<file path="config.mk">
export PLATFORM = sky130hd
export DESIGN_NAME = sprite_blitter_flat
export DESIGN_NICKNAME = d
export VERILOG_FILES = /design/src/rtl/sprite_blitter_if.sv /design/src/rtl/sprite_blitter.sv /design/src/flat_wrapper.sv
export SDC_FILE = /design/constraint.sdc
export NUM_CORES = 1
export LEC_CHECK = 0
export BUFFER_PORTS_ARGS = -buffer_cell sky130_fd_sc_hd__buf_2
export CORE_MARGIN = 2
export CORE_UTILIZATION = 35
export CTS_CLUSTER_DIAMETER = 60
export CTS_CLUSTER_SIZE = 30
export DETAILED_ROUTE_END_ITERATION = 8
export GPL_TIMING_DRIVEN = 0
export PLACE_DENSITY_LB_ADDON = 0.08
export SKIP_CTS_REPAIR_TIMING = 1
export SYNTH_ARGS = -nofsm -noshare
export SYNTH_HDL_FRONTEND = slang
export SYNTH_SLANG_ARGS = --single-unit
</file>
<file path="constraint.sdc">
create_clock -name clk50 -period 8.1 [get_ports clk50]
set_clock_uncertainty 0.2 [all_clocks]
set_input_delay 1.215 -clock clk50 [delete_from_list [all_inputs] [get_ports clk50]]
set_output_delay 1.215 -clock clk50 [all_outputs]
set_load 0.1 [all_outputs]
</file>
<file path="src/rtl/sprite_blitter_if.sv">
// sprite_blitter_if
//   Render-command stream between the command FIFO and the sprite blitter.
//   cmd_valid : producer has a command word on cmd_data
//   cmd_ready : consumer takes the word on this clock edge
//   cmd_data  : [47:40] magic, [39:24] x, [23:8] y, [7:0] flags
//               (a clear command carries its colour in [23:0])
//   master = command producer, slave = blitter.
interface sprite_blitter_if;
    logic        cmd_valid;
    logic        cmd_ready;
    logic [47:0] cmd_data;

    modport master (output cmd_valid, output cmd_data, input cmd_ready);
    modport slave  (input cmd_valid, input cmd_data, output cmd_ready);
endinterface

</file>
<file path="src/rtl/sprite_blitter.sv">
// sprite_blitter
//   Double-buffered sprite renderer. Pops render commands, looks up sprite
//   geometry in a runtime-writable descriptor table and copies sprite ROM
//   pixels into the back framebuffer with clipping, colour-key transparency
//   and horizontal flip. Also fills the back buffer with a solid colour and
//   swaps front/back buffers on the frame boundary.
// Ports
//   clk50, reset_n        : clock, asynchronous active-low reset
//   cmd (slave)           : render-command valid/ready stream
//   desc_we/idx/base/w/h  : descriptor table write port (any state)
//   rom_addr / rom_data   : sprite ROM, data one cycle after address
//   fb_we/sel/addr/din    : back-buffer write port, fb_sel = ~front_buf
//   frame_sync            : end-of-field pulse from the VGA timing
//   front_buf, frame_done : displayed buffer, one-cycle pulse on swap
//   busy, err_magic       : not in FETCH, pulse on dropped unknown magic
module sprite_blitter #(
    parameter int               H_RES     = 640,
    parameter int               V_RES     = 480,
    parameter int               PIX_W     = 24,
    parameter int               ROM_AW    = 17,
    parameter int               FB_AW     = 19,
    parameter int               N_SPRITES = 16,
    parameter int               DIM_W     = 10,
    parameter logic [PIX_W-1:0] KEY       = PIX_W'(24'hFF00FF)
) (
    input  logic                         clk50,
    input  logic                         reset_n,
    sprite_blitter_if.slave              cmd,
    input  logic                         desc_we,
    input  logic [$clog2(N_SPRITES)-1:0] desc_idx,
    input  logic [ROM_AW-1:0]            desc_base,
    input  logic [DIM_W-1:0]             desc_w,
    input  logic [DIM_W-1:0]             desc_h,
    output logic [ROM_AW-1:0]            rom_addr,
    input  logic [PIX_W-1:0]             rom_data,
    output logic                         fb_we,
    output logic                         fb_sel,
    output logic [FB_AW-1:0]             fb_addr,
    output logic [PIX_W-1:0]             fb_din,
    input  logic                         frame_sync,
    output logic                         front_buf,
    output logic                         frame_done,
    output logic                         busy,
    output logic                         err_magic
);

    localparam int                IDX_W       = $clog2(N_SPRITES);
    localparam logic signed [16:0] H_LIM      = 17'(H_RES);
    localparam logic signed [16:0] V_LIM      = 17'(V_RES);
    localparam logic [FB_AW-1:0]  FB_LAST     = FB_AW'(H_RES * V_RES - 1);
    localparam logic [7:0]        MAGIC_SWAP  = 8'hFF;
    localparam logic [7:0]        MAGIC_CLEAR = 8'hFE;

    typedef enum logic [2:0] {FETCH, SETUP, DRAW, DRAIN, CLEAR, WAIT_SYNC} state_t;

    typedef struct packed {
        logic [ROM_AW-1:0] base;
        logic [DIM_W-1:0]  w;
        logic [DIM_W-1:0]  h;
    } desc_t;

    state_t state_q, state_d;

    // Command fields
    logic [7:0]  magic;
    logic [15:0] cmd_x, cmd_y;
    assign magic = cmd.cmd_data[47:40];
    assign cmd_x = cmd.cmd_data[39:24];
    assign cmd_y = cmd.cmd_data[23:8];

    // Descriptor table
    desc_t desc_tbl [N_SPRITES];
    desc_t desc_sel;

    // Latched command / sprite context
    logic               run_q;
    logic [IDX_W-1:0]   idx_q;
    logic [15:0]        x_q, y_q;
    logic               flip_q;
    logic [PIX_W-1:0]   colour_q;
    logic [ROM_AW-1:0]  src_row_q;
    logic [DIM_W-1:0]   w_q, h_q, cx_q, cy_q;
    logic signed [16:0] x0_q, y0_q;
    logic [FB_AW-1:0]   clear_cnt_q;
    logic               drain_q;

    // Pixel pipeline
    logic               p1_ok_q;
    logic [FB_AW-1:0]   p1_addr_q;
    logic               fb_we_q;
    logic [FB_AW-1:0]   fb_addr_q;
    logic [PIX_W-1:0]   fb_din_q;

    // Control decoded from state
    logic fire, bad_magic, draw_act, clear_act, ready_c, busy_c;
    logic cx_last, draw_last;

    // NOTE: the descriptor table is a handful of registers, so it is reset
    // with everything else; a RAM-backed table could not be cleared this way.
    always_ff @(posedge clk50 or negedge reset_n) begin
        if (!reset_n) begin
            for (int i = 0; i < N_SPRITES; i++) desc_tbl[i] <= '0;
        end else if (desc_we) begin
            desc_tbl[desc_idx] <= '{base: desc_base, w: desc_w, h: desc_h};
        end
    end

    assign desc_sel = desc_tbl[idx_q];

    // NOTE: sequential logic uses non-blocking assignments so every register
    // samples the values that were present before the clock edge.
    always_ff @(posedge clk50 or negedge reset_n) begin
        if (!reset_n) begin
            state_q <= FETCH;
            run_q   <= 1'b0;
        end else begin
            state_q <= state_d;
            run_q   <= 1'b1;   // holds cmd_ready low until the first edge after release
        end
    end

    assign cx_last   = (cx_q == w_q - DIM_W'(1));
    assign draw_last = cx_last && (cy_q == h_q - DIM_W'(1));

    // NOTE: every signal written here gets a default first, so no latches.
    always_comb begin
        state_d   = state_q;
        ready_c   = 1'b0;
        busy_c    = 1'b1;
        fire      = 1'b0;
        bad_magic = 1'b0;
        draw_act  = 1'b0;
        clear_act = 1'b0;
        unique case (state_q)
            FETCH: begin
                busy_c  = 1'b0;
                ready_c = run_q;
                fire    = cmd.cmd_valid && run_q;
                if (fire) begin
                    if (magic == MAGIC_SWAP)            state_d = WAIT_SYNC;
                    else if (magic == MAGIC_CLEAR)      state_d = CLEAR;
                    else if (32'(magic) < N_SPRITES)    state_d = SETUP;
                    else                                bad_magic = 1'b1;
                end
            end
            SETUP:     state_d = (desc_sel.w == '0 || desc_sel.h == '0) ? FETCH : DRAW;
            DRAW: begin
                draw_act = 1'b1;
                if (draw_last) state_d = DRAIN;
            end
            DRAIN:     if (drain_q) state_d = FETCH;
            CLEAR: begin
                clear_act = 1'b1;
                if (clear_cnt_q == FB_LAST) state_d = FETCH;
            end
            WAIT_SYNC: if (frame_sync) state_d = FETCH;
            default:   state_d = FETCH;
        endcase
    end

    assign cmd.cmd_ready = ready_c;
    assign busy          = busy_c;

    // Command latch, sprite setup and raster counters
    always_ff @(posedge clk50 or negedge reset_n) begin
        if (!reset_n) begin
            idx_q       <= '0;
            x_q         <= '0;
            y_q         <= '0;
            flip_q      <= 1'b0;
            colour_q    <= '0;
            src_row_q   <= '0;
            w_q         <= '0;
            h_q         <= '0;
            cx_q        <= '0;
            cy_q        <= '0;
            x0_q        <= '0;
            y0_q        <= '0;
            clear_cnt_q <= '0;
            drain_q     <= 1'b0;
        end else begin
            case (state_q)
                FETCH: if (fire) begin
                    idx_q       <= magic[IDX_W-1:0];
                    x_q         <= cmd_x;
                    y_q         <= cmd_y;
                    flip_q      <= cmd.cmd_data[0];
                    colour_q    <= PIX_W'(cmd.cmd_data[23:0]);
                    clear_cnt_q <= '0;
                end
                SETUP: begin
                    // The descriptor is captured here; later table writes
                    // only affect later commands.
                    w_q       <= desc_sel.w;
                    h_q       <= desc_sel.h;
                    src_row_q <= desc_sel.base;
                    x0_q      <= {x_q[15], x_q} - 17'(desc_sel.w >> 1);
                    y0_q      <= {y_q[15], y_q} - 17'(desc_sel.h >> 1);
                    cx_q      <= '0;
                    cy_q      <= '0;
                end
                DRAW: begin
                    if (cx_last) begin
                        cx_q      <= '0;
                        cy_q      <= cy_q + DIM_W'(1);
                        src_row_q <= src_row_q + ROM_AW'(w_q);
                    end else begin
                        cx_q <= cx_q + DIM_W'(1);
                    end
                end
                DRAIN: drain_q     <= ~drain_q;
                CLEAR: clear_cnt_q <= clear_cnt_q + FB_AW'(1);
                default: ;
            endcase
        end
    end

    // Stage 0: source address and destination coordinates
    logic [DIM_W-1:0]   src_col;
    logic signed [16:0] px, py;
    logic               in_range;
    logic [FB_AW-1:0]   lin_addr;

    assign src_col  = flip_q ? (w_q - DIM_W'(1) - cx_q) : cx_q;
    assign rom_addr = draw_act ? (src_row_q + ROM_AW'(src_col)) : '0;
    assign px       = x0_q + 17'(cx_q);
    assign py       = y0_q + 17'(cy_q);
    // Clip first: the address is only formed from coordinates already known
    // to be on screen, so the 16-bit slices below are never negative.
    assign in_range = !px[16] && (px < H_LIM) && !py[16] && (py < V_LIM);
    assign lin_addr = FB_AW'(32'(py[15:0]) * 32'(H_RES) + 32'(px[15:0]));

    // Stage 1 holds the address while ROM data arrives; stage 2 applies the
    // colour key and drives the write port. Both clear asynchronously so a
    // reset mid-draw never lets a queued pixel land.
    always_ff @(posedge clk50 or negedge reset_n) begin
        if (!reset_n) begin
            p1_ok_q   <= 1'b0;
            p1_addr_q <= '0;
            fb_we_q   <= 1'b0;
            fb_addr_q <= '0;
            fb_din_q  <= '0;
        end else begin
            p1_ok_q   <= draw_act && in_range;
            p1_addr_q <= in_range ? lin_addr : '0;
            fb_we_q   <= p1_ok_q && (rom_data != KEY);
            fb_addr_q <= p1_addr_q;
            fb_din_q  <= rom_data;
        end
    end

    // Clear writes bypass the pixel pipeline (which is empty by then) so the
    // whole fill happens while the block is still in CLEAR.
    assign fb_we   = clear_act | fb_we_q;
    assign fb_addr = clear_act ? clear_cnt_q : fb_addr_q;
    assign fb_din  = clear_act ? colour_q    : fb_din_q;

    // Buffer swap and status pulses
    logic front_q, done_q, err_q;

    always_ff @(posedge clk50 or negedge reset_n) begin
        if (!reset_n) begin
            front_q <= 1'b0;
            done_q  <= 1'b0;
            err_q   <= 1'b0;
        end else begin
            done_q <= (state_q == WAIT_SYNC) && frame_sync;
            err_q  <= bad_magic;
            if ((state_q == WAIT_SYNC) && frame_sync) front_q <= ~front_q;
        end
    end

    assign front_buf  = front_q;
    assign fb_sel     = ~front_q;
    assign frame_done = done_q;
    assign err_magic  = err_q;

endmodule

</file>
<file path="src/flat_wrapper.sv">
// flat-port wrapper written by rule: the top's interface ports become plain ports
module sprite_blitter_flat 
#(
    parameter int               H_RES     = 640,
    parameter int               V_RES     = 480,
    parameter int               PIX_W     = 24,
    parameter int               ROM_AW    = 17,
    parameter int               FB_AW     = 19,
    parameter int               N_SPRITES = 16,
    parameter int               DIM_W     = 10,
    parameter logic [PIX_W-1:0] KEY       = PIX_W'(24'hFF00FF)
)
  (clk50, reset_n, desc_we, desc_idx, desc_base, desc_w, desc_h, rom_addr, rom_data, fb_we, fb_sel, fb_addr, fb_din, frame_sync, front_buf, frame_done, busy, err_magic, cmd_cmd_valid, cmd_cmd_data, cmd_cmd_ready);
  sprite_blitter_if cmd_i ();
  input  logic clk50;
  input  logic reset_n;
  input  logic desc_we;
  input  logic [$clog2(N_SPRITES)-1:0] desc_idx;
  input  logic [ROM_AW-1:0] desc_base;
  input  logic [DIM_W-1:0] desc_w;
  input  logic [DIM_W-1:0] desc_h;
  output logic [ROM_AW-1:0] rom_addr;
  input  logic [PIX_W-1:0] rom_data;
  output logic fb_we;
  output logic fb_sel;
  output logic [FB_AW-1:0] fb_addr;
  output logic [PIX_W-1:0] fb_din;
  input  logic frame_sync;
  output logic front_buf;
  output logic frame_done;
  output logic busy;
  output logic err_magic;
  input wire logic [$bits(cmd_i.cmd_valid)-1:0] cmd_cmd_valid;
  input wire logic [$bits(cmd_i.cmd_data)-1:0] cmd_cmd_data;
  output wire logic [$bits(cmd_i.cmd_ready)-1:0] cmd_cmd_ready;
  assign cmd_i.cmd_valid = cmd_cmd_valid;
  assign cmd_i.cmd_data = cmd_cmd_data;
  assign cmd_cmd_ready = cmd_i.cmd_ready;
  sprite_blitter #(.H_RES(H_RES), .V_RES(V_RES), .PIX_W(PIX_W), .ROM_AW(ROM_AW), .FB_AW(FB_AW), .N_SPRITES(N_SPRITES), .DIM_W(DIM_W), .KEY(KEY)) u_core (.clk50(clk50), .reset_n(reset_n), .cmd(cmd_i), .desc_we(desc_we), .desc_idx(desc_idx), .desc_base(desc_base), .desc_w(desc_w), .desc_h(desc_h), .rom_addr(rom_addr), .rom_data(rom_data), .fb_we(fb_we), .fb_sel(fb_sel), .fb_addr(fb_addr), .fb_din(fb_din), .frame_sync(frame_sync), .front_buf(front_buf), .frame_done(frame_done), .busy(busy), .err_magic(err_magic));
endmodule
</file>
==> reports/results.ini <==
[setup_path]
cp-start-kind=flip-flop
crit_slowest_cell=or4b_2
reg2regPathDepth=14
path_delay_family=compound AO/OA/AOI/OAI gates
worst-setup-path-type=reg2out
r2r-end=u_core.y0_q[14]
required_ps=6680
critical_path_peak_fanout=6
timing.rr.start=u_core.idx_q[1]
crit_path_max_incr_delay_ps=640
end_kind=primary output
rrSetupSlack_ps=2210
crit_path_frequent_cell=ha_1
cp.arrival_ps=5830
path_buf_inv=3
cp_cell_sequence=inv_1 > ha_1 > inv_1 > ha_1 > nor2b_1 > o21ai_0 > a21boi_0 > o21ai_1 > a21oi_1 > o21a_1 > o21a_1 > o31ai_1 > ha_1 > a21o_1 > a31oi_1 > o21bai_1 > or4b_2 > o21ai_0 > buf_2

[synth]
synth.distinct_cells=81
ys_ff_latch=818
synthesis.nets=3441
avgSynthCellArea_um2=12.62
yosys.area.top_type=dfrtp_1
synth_area_leaders=dfrtp_1 (50%), mux2_2 (16%), mux4_2 (10%)
synthArstFlopShare=1.000
synth_edf_count=0
netlist.area_leader.share=0.5041
synth_cells=3218
ys_warn_count=0
seq_area_frac_synth=0.5041
synthFlopType=dfrtp_1
synth_area_mm2=0.04061

[sta]
fin_ws_ps=851.6
rsz0062_at_grt=no
finalHoldViolations=0
timing.fmax_ghz=0.1380
period_minus_slack_ps=7248
tightestPinTransition_ps=1408
slew_headroom=0.05760
maxSlewViolCount=0
fin_crit_sh=0.8949
finalSetupViolCount=0
setup_tns_ps=0

[placed_design]
port_buffers=184
globalplace.congestion=0.8693
hpwl_mm=88.41
pre_cts_ws_ps=1551
postPlaceCellArea_mm2=0.04368

[route]
wl_per_cell_um=24.23
route.detailed.drc=0
first_pass_iters=7
first_iter_violations=1691
via_per_inst=5.328
postRouteAntennaNets=0
drt_wl_total_mm=123.4
vias=27140

[global_route]
grt_pass1_wl_mm=186.6
gr-total-overflow=0
track_usage=0.2106
antenna_found_initial=13
grt_pass1_vias=28840
grt_max_degree=127

[clock_tree]
root_buffer=clkbuf_16
cts_sinks=818
clk_path_buf_depth=3
cts_tree=done
clk_pin_slew_ps=70
cts_max_level=3
cts_inserted_buffers=89
clock_latency_ps=670

[layout]
drive_above_1_share=0.3365
area_growth_pct=15.33
postLayoutCellArea_mm2=0.04683
final_nets=3728
final_cell_mix=dfrtp_1 (818), mux2_2 (592), nand2_1 (383)
final_common_cell=dfrtp_1
fill_cells=10780

[hold_path]
min_to=u_core.fb_addr_q[5]
hold_start=u_core.p1_addr_q[5]
hold_path.class=reg2reg
hold_depth=0

[floorplanning]
std_cell_rows=124
core_mm2=0.1147
io_pins=185
die_h_um=344.6
dieArea_mm2=0.1188
start_util=0.3542
fp.dieW_um=344.6

[run]
cap_violations=0

[pwr]
p_total_w=0.01835
ir_drop_mv=0.2176
p_leak_nw=20.48
pwr_density_cell_mw_per_mm2=391.8

[run_status]
status=finished clean

## worst register-to-register path, stage by stage (launching register included)
cell	delay (ps)
dfrtp_1	340
clkbuf_1	390
clkbuf_1	760
clkbuf_1	820
mux4_2	440
mux4_2	630
fa_1	480
nor2b_1	120
o21ai_0	120
a21boi_1	240
o21a_1	190
o21ai_1	90
a211oi_1	530
nor3_1	150
o31a_1	280
## metal layers
metal	vias to the layer above	track usage	share of wire
li1	12170	-	-
met1	14250	0.2836	0.44
met2	512	0.3540	0.49
met3	200	0.03084	0.038
met4	10	0.05933	0.028
met5	-	0	0.00058
## registers in the layout (all words and copies together) (netlist names), 16 cells and up
name                flops
u_core.clear_cnt_q     19
u_core.x0_q            17
u_core.p1_addr_q       19
u_core.desc_tbl       592
u_core.src_row_q       17
u_core.y0_q            17
u_core.fb_din_q        24
u_core.colour_q        24
u_core.x_q             16
u_core.fb_addr_q       19
## how the worst max path moves through the flow
stage | cells after the start | slack, ps | endpoint | from
floorplan | 17 | 1230 | rom_addr[15] | u_core.w_q[1]
global placement | 1 | -11580 | u_core.desc_tbl[132] | reset_n
detailed placement | 20 | 1550 | rom_addr[14] | u_core.w_q[1]
CTS | 20 | 800 | rom_addr[14] | u_core.w_q[1]
global route | 20 | 440 | rom_addr[14] | u_core.w_q[1]
finish | 19 | 850 | rom_addr[15] | u_core.w_q[1]
## stage by stage
stage | hold WS, ps | utilization | instances
3_3_place_gp | 140.0 | 0.3787 | 4914
4_1_cts | 149.1 | 0.4080 | 5088
6_report | 149.3 | 0.4084 | 5093
3_5_place_dp | 136.5 | 0.3809 | 4924
5_1_grt | 155.5 | 0.4084 | 5091
2_1_floorplan | 131.2 | - | 3218
## cells in the mapped netlist (10+ instances only)
cell type / instances
o31ai_1: 15
nor2_1: 127
nand2_1: 383
dfrtp_1: 818
nand2b_1: 21
o21ai_1: 19
and3_1: 23
o21a_1: 20
nor4_1: 12
inv_1: 78
buf_2: 18
xnor2_1: 61
mux4_2: 185
o21ai_0: 127
nor2b_1: 19
a21oi_1: 72
a31oi_1: 12
ha_1: 96
nor3_1: 43
xor2_1: 46
nor3_2: 17
clkbuf_1: 167
nand3_1: 51
a211oi_1: 10
mux2_2: 592
a21o_1: 18
or3_1: 14
nand4_1: 17
## kinds of logic (layout without fill, tap and decap cells)
group | count (synthesis) | count (layout) | share of synthesized area
fa+ha+maj | 105 | 105 | 0.03402
xor+xnor | 107 | 107 | 0.02308
buf+inv | 273 | 633 | 0.02635
compound gates | 356 | 356 | 0.05420
mux | 784 | 784 | 0.2685
flops | 818 | 818 | 0.5041
simple gates | 774 | 774 | 0.08964
other cells | 1 | 4 | 0.00009235
## layout make-up
type,count,area [µm²],area share
antenna,3,7.507,0.0001603
buffer,195,777.0,0.01659
clock buffer,98,2332,0.04980
clock inverter,66,772.0,0.01648
inverter,78,292.8,0.006252
multi-input combinational,2127,19080,0.4074
sequential,818,20470,0.4371
tap,1512,1892,0.04040
timing repair buffer,196,1209,0.02581
## power breakdown
group / switching [W] / internal, W / total, W
registers: 0.000672 / 0.00507 / 0.00574
logic: 0.00491 / 0.00341 / 0.00833
clock network: 0.00190 / 0.00238 / 0.00428
No activity file was read; power rests on OpenSTA's default activity.
